===== src/rtl/stdout_tohost_monitor.sv =====
// stdout_tohost_monitor: snoops the RAM write port for putchar/tohost stores,
// queues stdout bytes in a small FIFO and reports the exit code once drained.
//
// Ports:
//   clk_i, arst_i         clock, asynchronous active-high reset
//   putchar_addr_i        absolute address of putchar_stdout (static)
//   tohost_addr_i         absolute address of tohost (static)
//   mem_we_i/waddr/wstrb/wdata  snooped RAM write port (RAM-relative address)
//   char_valid_o/data_o/ready_i head-of-FIFO character stream
//   char_overflow_o       sticky: a character was dropped on a full FIFO
//   char_count_o          characters accepted into the FIFO (wraps)
//   exit_valid_o          sticky: exit captured and FIFO drained
//   exit_code_o           captured exit code (unstrobed bytes read as zero)
//   exit_pass_o           exit_valid_o with a zero exit code
//
// Build option: define STDOUT_TOHOST_MON_CR_FILTER_EN to discard 0x0D bytes.

module stdout_tohost_monitor #(
    parameter int unsigned           ADDR_WIDTH = 64,
    parameter int unsigned           DATA_WIDTH = 64,
    parameter logic [ADDR_WIDTH-1:0] MEM_BASE   = '0,
    parameter int unsigned           FIFO_DEPTH = 16
) (
    input  logic                    clk_i,
    input  logic                    arst_i,
    input  logic [ADDR_WIDTH-1:0]   putchar_addr_i,
    input  logic [ADDR_WIDTH-1:0]   tohost_addr_i,
    input  logic                    mem_we_i,
    input  logic [ADDR_WIDTH-1:0]   mem_waddr_i,
    input  logic [DATA_WIDTH/8-1:0] mem_wstrb_i,
    input  logic [DATA_WIDTH-1:0]   mem_wdata_i,
    output logic                    char_valid_o,
    output logic [7:0]              char_data_o,
    input  logic                    char_ready_i,
    output logic                    char_overflow_o,
    output logic [31:0]             char_count_o,
    output logic                    exit_valid_o,
    output logic [DATA_WIDTH-1:0]   exit_code_o,
    output logic                    exit_pass_o
);

    localparam int unsigned STRB_WIDTH = DATA_WIDTH / 8;
    localparam int unsigned PTR_WIDTH  = $clog2(FIFO_DEPTH);

    typedef enum logic [1:0] {
        RUN   = 2'd0,
        DRAIN = 2'd1,
        DONE  = 2'd2
    } state_t;

    state_t state;
    state_t state_next;

    logic run;

    logic [ADDR_WIDTH-1:0] abs_addr;
    logic                  tohost_hit;
    logic                  putchar_hit;
    logic                  push_req;

    logic [PTR_WIDTH:0] wr_ptr;
    logic [PTR_WIDTH:0] rd_ptr;
    logic               empty;
    logic               full;
    logic               push;
    logic               pop;
    logic               drop;

    logic [7:0] fifo_mem [FIFO_DEPTH];

    logic [DATA_WIDTH-1:0] exit_code_next;

    // Address decode
    assign abs_addr    = mem_waddr_i + MEM_BASE;
    assign tohost_hit  = run && mem_we_i && (abs_addr == tohost_addr_i);
    // tohost wins when both symbols share an address
    assign putchar_hit = run && mem_we_i && mem_wstrb_i[0]
                      && (abs_addr == putchar_addr_i) && !tohost_hit;

`ifdef STDOUT_TOHOST_MON_CR_FILTER_EN
    assign push_req = putchar_hit && (mem_wdata_i[7:0] != 8'h0D);
`else
    assign push_req = putchar_hit;
`endif

    // FIFO control: the extra pointer bit separates full from empty
    assign empty = (wr_ptr == rd_ptr);
    assign full  = (wr_ptr[PTR_WIDTH] != rd_ptr[PTR_WIDTH])
                && (wr_ptr[PTR_WIDTH-1:0] == rd_ptr[PTR_WIDTH-1:0]);
    assign pop   = !empty && char_ready_i;
    // A pop in the same cycle frees the slot, so a full FIFO still accepts
    assign push  = push_req && (!full || pop);
    assign drop  = push_req && full && !pop;

    always_ff @(posedge clk_i) begin
        if (push) begin
            fifo_mem[wr_ptr[PTR_WIDTH-1:0]] <= mem_wdata_i[7:0];
        end
    end

    always_ff @(posedge clk_i or posedge arst_i) begin
        if (arst_i) begin
            wr_ptr          <= '0;
            rd_ptr          <= '0;
            char_overflow_o <= 1'b0;
            char_count_o    <= '0;
        end else begin
            if (push) begin
                wr_ptr       <= wr_ptr + 1'b1;
                char_count_o <= char_count_o + 32'd1;
            end
            if (pop) begin
                rd_ptr <= rd_ptr + 1'b1;
            end
            if (drop) begin
                char_overflow_o <= 1'b1;
            end
        end
    end

    assign char_valid_o = !empty;
    // Head is gated so the output reads zero whenever nothing is queued
    assign char_data_o  = char_valid_o ? fifo_mem[rd_ptr[PTR_WIDTH-1:0]]
                                       : 8'h00;

    // Exit code: strobed bytes taken from the write, others forced to zero
    always_comb begin
        exit_code_next = '0;
        for (int i = 0; i < STRB_WIDTH; i++) begin
            if (mem_wstrb_i[i]) begin
                exit_code_next[8*i +: 8] = mem_wdata_i[8*i +: 8];
            end
        end
    end

    always_ff @(posedge clk_i or posedge arst_i) begin
        if (arst_i) begin
            exit_code_o <= '0;
        end else if (tohost_hit) begin
            exit_code_o <= exit_code_next;
        end
    end

    // FSM state register
    always_ff @(posedge clk_i or posedge arst_i) begin
        if (arst_i) begin
            state <= RUN;
        end else begin
            state <= state_next;
        end
    end

    // FSM next state
    always_comb begin
        state_next = state;
        unique case (state)
            RUN: begin
                if (tohost_hit) begin
                    state_next = DRAIN;
                end
            end
            DRAIN: begin
                if (empty) begin
                    state_next = DONE;
                end
            end
            DONE: begin
                state_next = DONE;
            end
            default: begin
                state_next = RUN;
            end
        endcase
    end

    // FSM outputs
    always_comb begin
        run          = 1'b0;
        exit_valid_o = 1'b0;
        unique case (state)
            RUN:     run          = 1'b1;
            DRAIN:   run          = 1'b0;
            DONE:    exit_valid_o = 1'b1;
            default: run          = 1'b0;
        endcase
    end

    assign exit_pass_o = exit_valid_o && (exit_code_o == '0);

endmodule


===== config.mk =====
export PLATFORM = sky130hd
export DESIGN_NAME = stdout_tohost_monitor
export DESIGN_NICKNAME = d
export VERILOG_FILES = /design/src/rtl/stdout_tohost_monitor.sv
export SDC_FILE = /design/constraint.sdc
export NUM_CORES = 1
export LEC_CHECK = 0
export CAP_MARGIN = 15
export CORE_ASPECT_RATIO = 1.5
export CORE_MARGIN = 2
export CORE_UTILIZATION = 42
export DETAILED_ROUTE_END_ITERATION = 6
export PLACE_DENSITY = 0.79
export SETUP_SLACK_MARGIN = 0.02
export SLEW_MARGIN = 20
export SYNTH_ARGS = -nofsm -noshare
export SYNTH_HDL_FRONTEND = slang
export SYNTH_SLANG_ARGS = --single-unit

===== constraint.sdc =====
create_clock -name clk_i -period 3.4 [get_ports clk_i]
set_input_delay 0.68 -clock clk_i [delete_from_list [all_inputs] [get_ports clk_i]]
set_output_delay 0.68 -clock clk_i [all_outputs]
set_load 0.03 [all_outputs]

* Word-level counts from Yosys, hierarchy flattened *
Memories as Yosys holds them, arrays and structs flattened.
Index checks and enable logic that the tools add are counted.

word-level totals
  input bits = 268
  bits in writable memories = 128
  register bits = 109
  output and inout bits = 108
  logic and storage cells = 54
  memories = 1

operators by class
  $add $sub $neg = 3
  muxes and demuxes = 16
  equal/unequal tests = 9
  reduce and logical (&&, ||, !) cells = 19

memories
  name      depth  width  rd ports  clocked after memory_dff  write ports  line  text
  fifo_mem  16     8      1         0                         1            69    logic [7:0] fifo_mem [FIFO_DEPTH];

operator list
  operator               count
  $eq 64x64->1           2
  $mux 8                 9
  $logic_not 64->1       1
  $add 32x1->32 const B  1
  $logic_and 1x1->1      11
  $add 5x1->5 const B    2
  $pmux 2 s3             1
  $eq 5x5->1             1
  $eq 4x4->1             1
  $logic_not 1->1        4
  $mux 1                 4
  $mux 2                 2
  $ne 2x2->1 const B     2
  $eq 2x1->1 const B     1
  $eq 2x2->1 const B     1
  $logic_not 2->1        1
  $reduce_and 2->1       1
  $logic_or 1x1->1       1
  $ne 1x1->1             1

* Longest topological paths before layout *
Gate-level depths: netlist (run 1).

  word-level depth = 9
  gate-level depth with buffers = 12
  gate-level depth less buffers = 9

* Worst setup path before layout (run 1) *
Ideal clock, no wire load.

  kind = input to register
  start point = in putchar_addr_i[18]
  end point = mem fifo_mem[2][0] (enable)
  path slack = -0.112 ns
  data required time = 3.005 ns
  library setup time = 0.395 ns
  buffers on the path = 0
  cell stages on the path = 7
  arrival time = 3.118 ns
  path through = xor2_1 or4_1 nor4_1 nand4_1 nor4_1 nand4_1 nor4_1

on the way
  longest elaborated chain between the ends = 6

RTL lines
  item                             line  text
  start: declaration               26    input logic [ADDR_WIDTH-1:0] putchar_addr_i,
  $eq 64x64->1                     78    && (abs_addr == putchar_addr_i) && !tohost_hit;
  $logic_and 1x1->1 (2 in series)  78
  $logic_and 1x1->1                92    assign push = push_req && (!full || pop);
  $mux 1                           96    if (push) begin
  $mux 1 (implied by the code)     97    fifo_mem[wr_ptr[PTR_WIDTH-1:0]] <= mem_wdata_i[7:0];
  end: declaration                 69

Every way passes these cells.

* Worst setup path after layout (run 1) *
  start point = in mem_waddr_i[42]
  end point = mem fifo_mem[1][1] (enable)

on the way
  longest elaborated chain between the ends = 7
  elaborated cells between the ends (all ways) = 9
  classes of those cells = eq/ne (2); mux (2); reduce/logical (5)

RTL lines
  item                            line  text
  start: declaration              29    input logic [ADDR_WIDTH-1:0] mem_waddr_i,
  $eq 64x64->1                    75    assign tohost_hit = run && mem_we_i && (abs_addr == tohost_addr_i);
  $logic_and 1x1->1               75
  $logic_not 1->1                 78
  $logic_and 1x1->1 *             78
  $logic_and 1x1->1 *             92
  $mux 1 *                        96
  $mux 1 (implied by the code) *  97

Every way passes the cells marked *; elsewhere a longest branch is shown, timed or not.

==> results of run 1 <==
## area by class of cell
class / count / area, um^2
fillers: 2192 / 10500
repair buffers: 443 / 4370
clock buffers: 24 / 579
multi-input cells: 676 / 4970
well taps: 346 / 433
clock inverters: 18 / 275
inverters: 23 / 90.1
flip-flops and latches: 237 / 6570
## power by group
group | total, mW | switching (mW) | internal, mW
combinational | 2.30 | 1.06 | 1.24
sequential | 3.13 | 0.0691 | 3.06
clock | 2.86 | 1.14 | 1.72
## kinds of logic after synthesis
family / after synthesis / share of synthesized area
muxes: 44 / 0.0805
and+or+nand+nor: 391 / 0.172
AOI/OAI and AO/OA: 79 / 0.0370
xor gates and xnor gates: 152 / 0.116
buffers and inverters: 64 / 0.0241
adders and majority gates: 10 / 0.0106
DFF: 237 / 0.559
## cells in the final DEF, fill, tap and decap left out, types with 4 or more instances in the layout
master	instances
sky130_fd_sc_hd__clkdlybuf4s50_1	364
sky130_fd_sc_hd__nand2_1	153
sky130_fd_sc_hd__edfxtp_1	128
sky130_fd_sc_hd__dfrtp_1	108
sky130_fd_sc_hd__xor2_1	87
sky130_fd_sc_hd__o21ai_0	65
sky130_fd_sc_hd__buf_4	61
sky130_fd_sc_hd__xnor2_1	60
sky130_fd_sc_hd__mux4_2	40
sky130_fd_sc_hd__nor4_1	39
sky130_fd_sc_hd__nand4_1	33
sky130_fd_sc_hd__nor2_1	26
sky130_fd_sc_hd__nand3_1	25
sky130_fd_sc_hd__clkbuf_16	23
sky130_fd_sc_hd__nand2b_1	22
sky130_fd_sc_hd__inv_1	22
sky130_fd_sc_hd__nor2b_1	19
sky130_fd_sc_hd__nor3_1	19
sky130_fd_sc_hd__and3_1	12
sky130_fd_sc_hd__ha_1	10
sky130_fd_sc_hd__buf_12	7
sky130_fd_sc_hd__nand2_4	6
sky130_fd_sc_hd__bufinv_16	6
sky130_fd_sc_hd__xnor2_2	5
sky130_fd_sc_hd__buf_2	5
sky130_fd_sc_hd__o22ai_1	4
sky130_fd_sc_hd__and4_1	4
sky130_fd_sc_hd__nor4b_1	4
sky130_fd_sc_hd__mux2_2	4
sky130_fd_sc_hd__clkinvlp_4	4
## worst max-delay path, stage by stage
cell and delay, ps:
sky130_fd_sc_hd__clkdlybuf4s50_1 510, sky130_fd_sc_hd__xor2_1 210, sky130_fd_sc_hd__nor4_1 280, sky130_fd_sc_hd__nand3_1 120, sky130_fd_sc_hd__or4_1 440, sky130_fd_sc_hd__nor4_2 370
sky130_fd_sc_hd__and4_4 330, sky130_fd_sc_hd__nand2_1 170, sky130_fd_sc_hd__nor3_2 190, sky130_fd_sc_hd__buf_4 220
## stage by stage
stage | hold slack, ps | utilization | std cells
after detailed placement | 474 | 0.587 | 1717
after floorplan | 462 | - | 977
after CTS | 482 | 0.622 | 1763
final | 481 | 0.622 | 1767
after global routing | 509 | 0.622 | 1767
after global placement | 468 | 0.587 | 1717
## flip-flops by register name, indices dropped and copies added, names as in the netlist
name / cells
rd_ptr: 5
fifo_mem: 128
char_count_o: 32
char_overflow_o: 1
state: 2
wr_ptr: 5
exit_code_o: 64
## how the worst max path moves through the flow
stage          depth (start not counted)                        to                   from
6_report                              10  fifo_mem[1][1]$_DFFE_PP_        mem_waddr_i[42]
5_1_grt                                5            char_data_o[0]  rd_ptr[0]$_DFFE_PP0P_
4_1_cts                               10  fifo_mem[1][1]$_DFFE_PP_        mem_waddr_i[42]
3_5_place_dp                          10  fifo_mem[1][1]$_DFFE_PP_        mem_waddr_i[42]
3_3_place_gp                          10  fifo_mem[1][6]$_DFFE_PP_        mem_waddr_i[42]
2_1_floorplan                         10  fifo_mem[1][0]$_DFFE_PP_     putchar_addr_i[10]
## timing repair
item / CTS / global route
endpoints found under the hold margin: 0 / 0
endpoints found under the setup margin: 17 / 71
setup buffers: 2 / 4
cloned: 2 / 0
gates resized for setup: 31 / 14
pin swaps: 0 / 1
## per-layer routing
metal / part of all wire / track usage
met1: 0.38 / 0.339
met2: 0.51 / 0.481
met3: 0.070 / 0.0474
met4: 0.035 / 0.0841
met5: 0 / 0
==> metrics.log, run 1 <==
INFO  metric worst_ir_drop_vdd = 0.521 mV
INFO  metric hold_end = char_count_o[31]$_DFFE_PP0P_
INFO  metric gpl.final_weighted_congestion = 0.957
INFO  metric dpl.hpwl = 31.3 mm
INFO  metric initial_utilization = 0.423
INFO  metric number_of_buffers_added_on_ports = about 380
INFO  metric syn-mean-instance-area = 12.0 um^2
INFO  metric buffer_cell_driving_the_clock_tree_root = sky130_fd_sc_hd__clkbuf_16
INFO  metric fin_nets = 1682
INFO  metric unique_masters_post_synth = 45
INFO  metric worst_setup_hold_path_clk_slew = 70 ps
INFO  metric synthesis.nets = 1255
INFO  metric critical_path.startpoint_type = input port
INFO  metric grt_setup_unrepaired = no
INFO  metric core_outline_area = 27800 um^2
INFO  metric synth_edf_count = 128
INFO  metric setup.worst_path.class = input port to flip-flop
INFO  metric fin_total_pwr = ~8.3 mW
INFO  metric pin_count_of_the_biggest_net_entering_global_routing = 65
INFO  metric synthesis.area = 11800 um^2
INFO  metric fp.dieW = approximately 140 um
INFO  metric violation_count_after_the_first_detailed_route_iteration = a little under 700
INFO  metric worstPathMaxFanout = 8
INFO  metric area_growth_syn_to_layout = 47.1%
INFO  metric worstPathRequired = 3610 ps
INFO  metric drc = 0
INFO  metric final_antenna_diode_count = 0
INFO  metric timing.critical_path.arrival = about 3500 ps
INFO  metric globalRouteTotalUtil = 0.271
INFO  metric r2r_slack = 280 ps
INFO  metric tritoncts = done
INFO  metric placement_rows = 75
INFO  metric timing.final.crit_share = 0.978
INFO  metric cts_max_path_buffers = 3
INFO  metric ant_nets = 0
INFO  metric drt_first_pass_iters = 5
INFO  metric synthFlopType = sky130_fd_sc_hd__edfxtp_1
INFO  metric die-area = 29400 um^2
INFO  metric dp_worst_setup_slack = -533 ps
INFO  metric floorplan.io_pins = between 300 and 400
INFO  metric static-leakage-power = 6.72 nW
INFO  metric relSlewSlack = 0.364
INFO  metric synthMostInstantiatedCell = sky130_fd_sc_hd__nand2_1
INFO  metric sequential_to_total_area_share_from_yosys_stat = 0.559
INFO  metric clkLatencyLatePin = roughly 520 ps
INFO  metric fin_ws = ~75 ps
INFO  metric stdcell_area = 17300 um^2
INFO  metric die_height = 209 um
INFO  metric final.min_clock_period = between 3000 and 4000 ps
INFO  metric final-hold-violation-count = 0
INFO  metric grt_pass1_wl = ~60 mm
INFO  metric placed_area = 16300 um^2
INFO  metric setup_tns = 0 ps
INFO  metric synth-async-reset-ratio = 0.460
INFO  metric reg2reg_depth = 9
INFO  metric timing.final.setup_violations = 0
INFO  metric cap_violations = 0
INFO  metric cts_buffers = 23
INFO  metric globalRoute.totalOverflow = 0
INFO  metric worst_setup_ep_type = flip-flop
INFO  metric ys_top_cells_by_count = 153 x sky130_fd_sc_hd__nand2_1, 128 x sky130_fd_sc_hd__edfxtp_1, 109 x sky130_fd_sc_hd__dfrtp_1, 87 x sky130_fd_sc_hd__xor2_1, 65 x sky130_fd_sc_hd__o21ai_0
INFO  metric hold_buffers = 0
INFO  metric clock_skew = between 20 and 30 ps
INFO  metric detail_route.wirelength = roughly 40 mm
INFO  metric drive_above_1_share = 0.130
INFO  metric vias_per_cell = 5.42
INFO  metric hold_start = char_count_o[31]$_DFFE_PP0P_
INFO  metric ys_ff_latch = 237
INFO  metric min_path_type = flip-flop to flip-flop
INFO  metric clock.fmax = 0.301 GHz
INFO  metric synth_area_leaders = sky130_fd_sc_hd__edfxtp_1 33%, sky130_fd_sc_hd__dfrtp_1 23%, sky130_fd_sc_hd__mux4_2 7.7%, sky130_fd_sc_hd__xor2_1 6.5%, sky130_fd_sc_hd__nand2_1 4.9%
INFO  metric synth_top_area_frac = 0.327
INFO  metric instance_count_of_the_mapped_netlist = 977
INFO  metric routed_wire_length_per_instance = 22.8 um
INFO  metric timing_worst_slew_pin_value = approximately 950 ps
INFO  metric via_count_of_the_first_global_routing_pass = 9933
INFO  metric r2r_end = fifo_mem[1][1]$_DFFE_PP_
INFO  metric run_status = finished, final reports clean
INFO  metric powerDensity = 479 nW/um^2
INFO  metric via_count = roughly 9600
INFO  metric yosysTopAreaCell = sky130_fd_sc_hd__edfxtp_1
INFO  metric antenna_violations_before_repair = 0
INFO  metric yosysWarningCount = 0
INFO  metric slew_viol_final = 0
INFO  metric ctsHtreeMaxLevel = 1
INFO  metric hold_depth = 1
INFO  metric critical_path.reg2reg.startpoint = state[0]$_DFFE_PP0P_
INFO  metric clock_sinks = about 240
(Power assumes the default switching activity.)
==> run 2, diff against run 1 <==
- CORE_UTILIZATION: 42 -> 50
- DONT_BUFFER_PORTS: not set -> 1
- PLACE_DENSITY: 0.79 -> 0.7
==> run 2 against run 1 <==
Effect of this change: the flow now finishes with violations (negative setup slack); clock power fell by 11%; global-route usage is 0.23 points higher; sequential share of layout area is 12 points higher; wire length decreased by 15%; critical endpoint is now fifo_mem[14][3]$_DFFE_PP_; largest power group unchanged; highest routed layer is now met5.
==> metrics.log, run 2 (same netlist as run 1, synthesis figures left out) <==
INFO  metric final_util = 0.567 (-0.0559)
INFO  metric hold_buffers = 0 (unchanged)
INFO  metric critical_path.startpoint_type = input port
INFO  metric timing_worst_slew_pin_value = 1110 ps (+164 ps)
INFO  metric initial_utilization = 0.510 (+0.0866)
INFO  metric timing.critical_path.arrival = 3550 ps (about the same)
INFO  metric run_status = complete, but fails checks
INFO  metric worst_ir_drop_vdd = 0.459 mV (-12%)
INFO  metric drt_first_pass_iters = 5 (unchanged)
INFO  metric fin_total_pwr = 7.27 mW (-12%)
INFO  metric mostFrequentLayoutCell = sky130_fd_sc_hd__nand2_1
INFO  metric placement_rows = 68 (-9.3%)
INFO  metric globalRoute.totalOverflow = 0 (unchanged)
INFO  metric reg2reg_depth = 10 (+1)
INFO  metric crit_path_max_incr_delay = 890 ps (+380 ps)
INFO  metric r2r_end = fifo_mem[14][3]$_DFFE_PP_
INFO  metric fin_nets = 1274 (-24%)
INFO  metric worst_setup_ep_type = flip-flop
INFO  metric final_antenna_diode_count = 0 (unchanged)
INFO  metric antenna_violations_before_repair = 1 (+1)
INFO  metric placed_cells_incl_taps = 1286 (-25%)
INFO  metric final.min_clock_period = 3410 ps (+84.6 ps)
INFO  metric vias_per_cell = 6.02 (+11%)
INFO  metric floorplan.io_pins = 376 (unchanged)
INFO  metric worstPathMaxFanout = 8 (unchanged)
INFO  metric buffer_cell_driving_the_clock_tree_root = sky130_fd_sc_hd__clkbuf_16
INFO  metric critical_path.reg2reg.startpoint = state[1]$_DFFE_PP0P_
INFO  metric detail_route.wirelength = 34.3 mm (-15%)
INFO  metric drive_above_1_share = 0.134 (+0.00406)
INFO  metric fp.dieW = 129 um (-8.1%)
INFO  metric timing.final.crit_share = 1.00 (+0.0249)
INFO  metric clock.fmax = 0.293 GHz (-2.5%)
INFO  metric setup.worst_path.class = input port to flip-flop
INFO  metric ant_nets = 0 (unchanged)
INFO  metric gpl.final_weighted_congestion = 0.991 (+3.5%)
INFO  metric dpl.hpwl = 27.1 mm (-13%)
INFO  metric core_outline_area = 23100 um^2 (-17%)
INFO  metric relSlewSlack = 0.251 (-0.113)
INFO  metric grt_setup_unrepaired = yes
INFO  metric powerDensity = 556 nW/um^2 (+16%)
INFO  metric post_cts.repair.setup_buffers = 0 (-2)
INFO  metric drc = 0 (unchanged)
INFO  metric worst_setup_hold_path_clk_slew = 70 ps (about the same)
INFO  metric cts_buffers = 23 (unchanged)
INFO  metric via_count = 7988 (-17%)
INFO  metric path_buf_inv = 2 (unchanged)
INFO  metric routed_wire_length_per_instance = 25.8 um (+13%)
INFO  metric path_cells = xor2_1 -> or4_1 -> nor4_1 -> nand4_1 -> nor4_1 -> buf_4 -> nand4_1 -> buf_4 -> nor3_1
INFO  metric clock_skew = 33.1 ps (+5.46 ps)
INFO  metric cts_max_path_buffers = 3 (unchanged)
INFO  metric die_height = 192 um (-8.2%)
INFO  metric pin_count_of_the_biggest_net_entering_global_routing = 65 (unchanged)
INFO  metric ctsHtreeMaxLevel = 1 (unchanged)
INFO  metric timing.final.setup_violations = 8 (+8)
INFO  metric min_path_type = input port to async pin
INFO  metric clock_sinks = 237 (unchanged)
INFO  metric number_of_buffers_added_on_ports = 0 (-100%)
INFO  metric r2r_slack = 220 ps (-60 ps)
INFO  metric slew_viol_final = 0 (unchanged)
INFO  metric grt_pass1_wl = 49.9 mm (-17%)
INFO  metric failed_checks = negative setup slack
INFO  metric fin_ws = -9.41 ps (-84.6 ps)
INFO  metric die-area = 24800 um^2 (-16%)
INFO  metric static-leakage-power = 5.05 nW (-25%)
INFO  metric timing.critical_path.max_delay_family = simple AND/OR/NAND/NOR gates
INFO  metric area_growth_syn_to_layout = 11.1%
INFO  metric final-hold-violation-count = 0 (unchanged)
INFO  metric clkLatencyLatePin = 530 ps (about the same)
INFO  metric dp_worst_setup_slack = -483 ps (+49.8 ps)
INFO  metric final-instance-count-excl-fill = 1328 (-25%)
INFO  metric most-common-layout-cells = 153 x sky130_fd_sc_hd__nand2_1, 128 x sky130_fd_sc_hd__edfxtp_1, 108 x sky130_fd_sc_hd__dfrtp_1, 87 x sky130_fd_sc_hd__xor2_1, 65 x sky130_fd_sc_hd__o21ai_0
INFO  metric violation_count_after_the_first_detailed_route_iteration = 511 (-26%)
INFO  metric via_count_of_the_first_global_routing_pass = 8024 (-19%)
INFO  metric tritoncts = done
INFO  metric worstPathRequired = 3540 ps (-70 ps)
INFO  metric largest_register_ff_count = 128 (unchanged)
INFO  metric globalRouteTotalUtil = 0.274 (+0.00231)
INFO  metric critical-path-slowest-cell = sky130_fd_sc_hd__nor3_1
INFO  metric cap_violations = 0 (unchanged)
-- run 2: cell count changes in the layout (fill, tap and decap cells not counted), sizes merged --
cell / change
clkdlybuf4s15: -3
dlymetal6s2s: -1
clkinv: +2
clkbuf: +4
clkdlybuf4s50: -364
buf: -39
clkinvlp: -2
bufbuf: -1
bufinv: -4
-- run 2: layer usage --
layer  wire length, um  share of wire  global-route usage
met5                13        0.00038                   0
met4               940          0.027              0.0849
met3              3930           0.11              0.0992
met2             16900           0.49               0.460
met1             12500           0.37               0.328
-- run 2: what timing repair did --
action	CTS	global route
gates resized for setup	1	2
pin swaps	1	0
endpoints found under the setup margin	1	25
-- run 2: worst max-delay path by stage --
| stage | from | to | cells past startpoint |
|---|---|---|---|
| 2_1_floorplan | putchar_addr_i[10] | fifo_mem[1][0]$_DFFE_PP_ | 10 |
| 4_1_cts | putchar_addr_i[13] | fifo_mem[8][1]$_DFFE_PP_ | 9 |
| 3_5_place_dp | putchar_addr_i[13] | fifo_mem[14][3]$_DFFE_PP_ | 9 |
| 6_report | putchar_addr_i[13] | fifo_mem[14][3]$_DFFE_PP_ | 9 |
| 3_3_place_gp | putchar_addr_i[13] | fifo_mem[14][2]$_DFFE_PP_ | 9 |
| 5_1_grt | putchar_addr_i[13] | fifo_mem[10][4]$_DFFE_PP_ | 9 |
-- run 2: cell type report --
| class | instances | area (um^2) |
|---|---|---|
| Fill cell | 1925 | 9990 |
| Sequential cell | 237 | 6570 |
| Multi-Input combinational cell | 676 | 4930 |
| Clock buffer | 28 | 614 |
| Tap cell | 315 | 394 |
| Timing Repair Buffer | 35 | 317 |
| Clock inverter | 14 | 143 |
| Inverter | 23 | 90.1 |
-- run 2: worst register-to-register path, stage by stage, from the launching register on --
cell,delay (ps)
sky130_fd_sc_hd__dfrtp_1,390
sky130_fd_sc_hd__inv_1,110
sky130_fd_sc_hd__ha_1,210
sky130_fd_sc_hd__nand3_1,170
sky130_fd_sc_hd__nor3_1,180
sky130_fd_sc_hd__nand4_1,140
sky130_fd_sc_hd__nor4_1,300
sky130_fd_sc_hd__buf_4,160
sky130_fd_sc_hd__nand4_1,90
sky130_fd_sc_hd__buf_4,180
sky130_fd_sc_hd__nor3_1,890
-- run 2: per-stage QoR --
stage / TNS (ps) / cell area (um^2) / hold WS [ps]
5_1_grt: -680 / 13100 / 224
6_report: -61.4 / 13100 / 181
3_3_place_gp: -13070 / 12300 / 480
3_5_place_dp: -12870 / 12300 / 483
4_1_cts: 0 / 13100 / 196
2_1_floorplan: 0 / 11800 / 462
-- run 2: report_power, final --
part	total, mW	leakage (nW)	internal [mW]	switching (mW)
registers	3.10	2.65	3.06	0.0392
logic	1.62	2.03	0.751	0.869
clock network	2.54	0.373	1.46	1.09
total	7.27	5.05	5.27	2.00
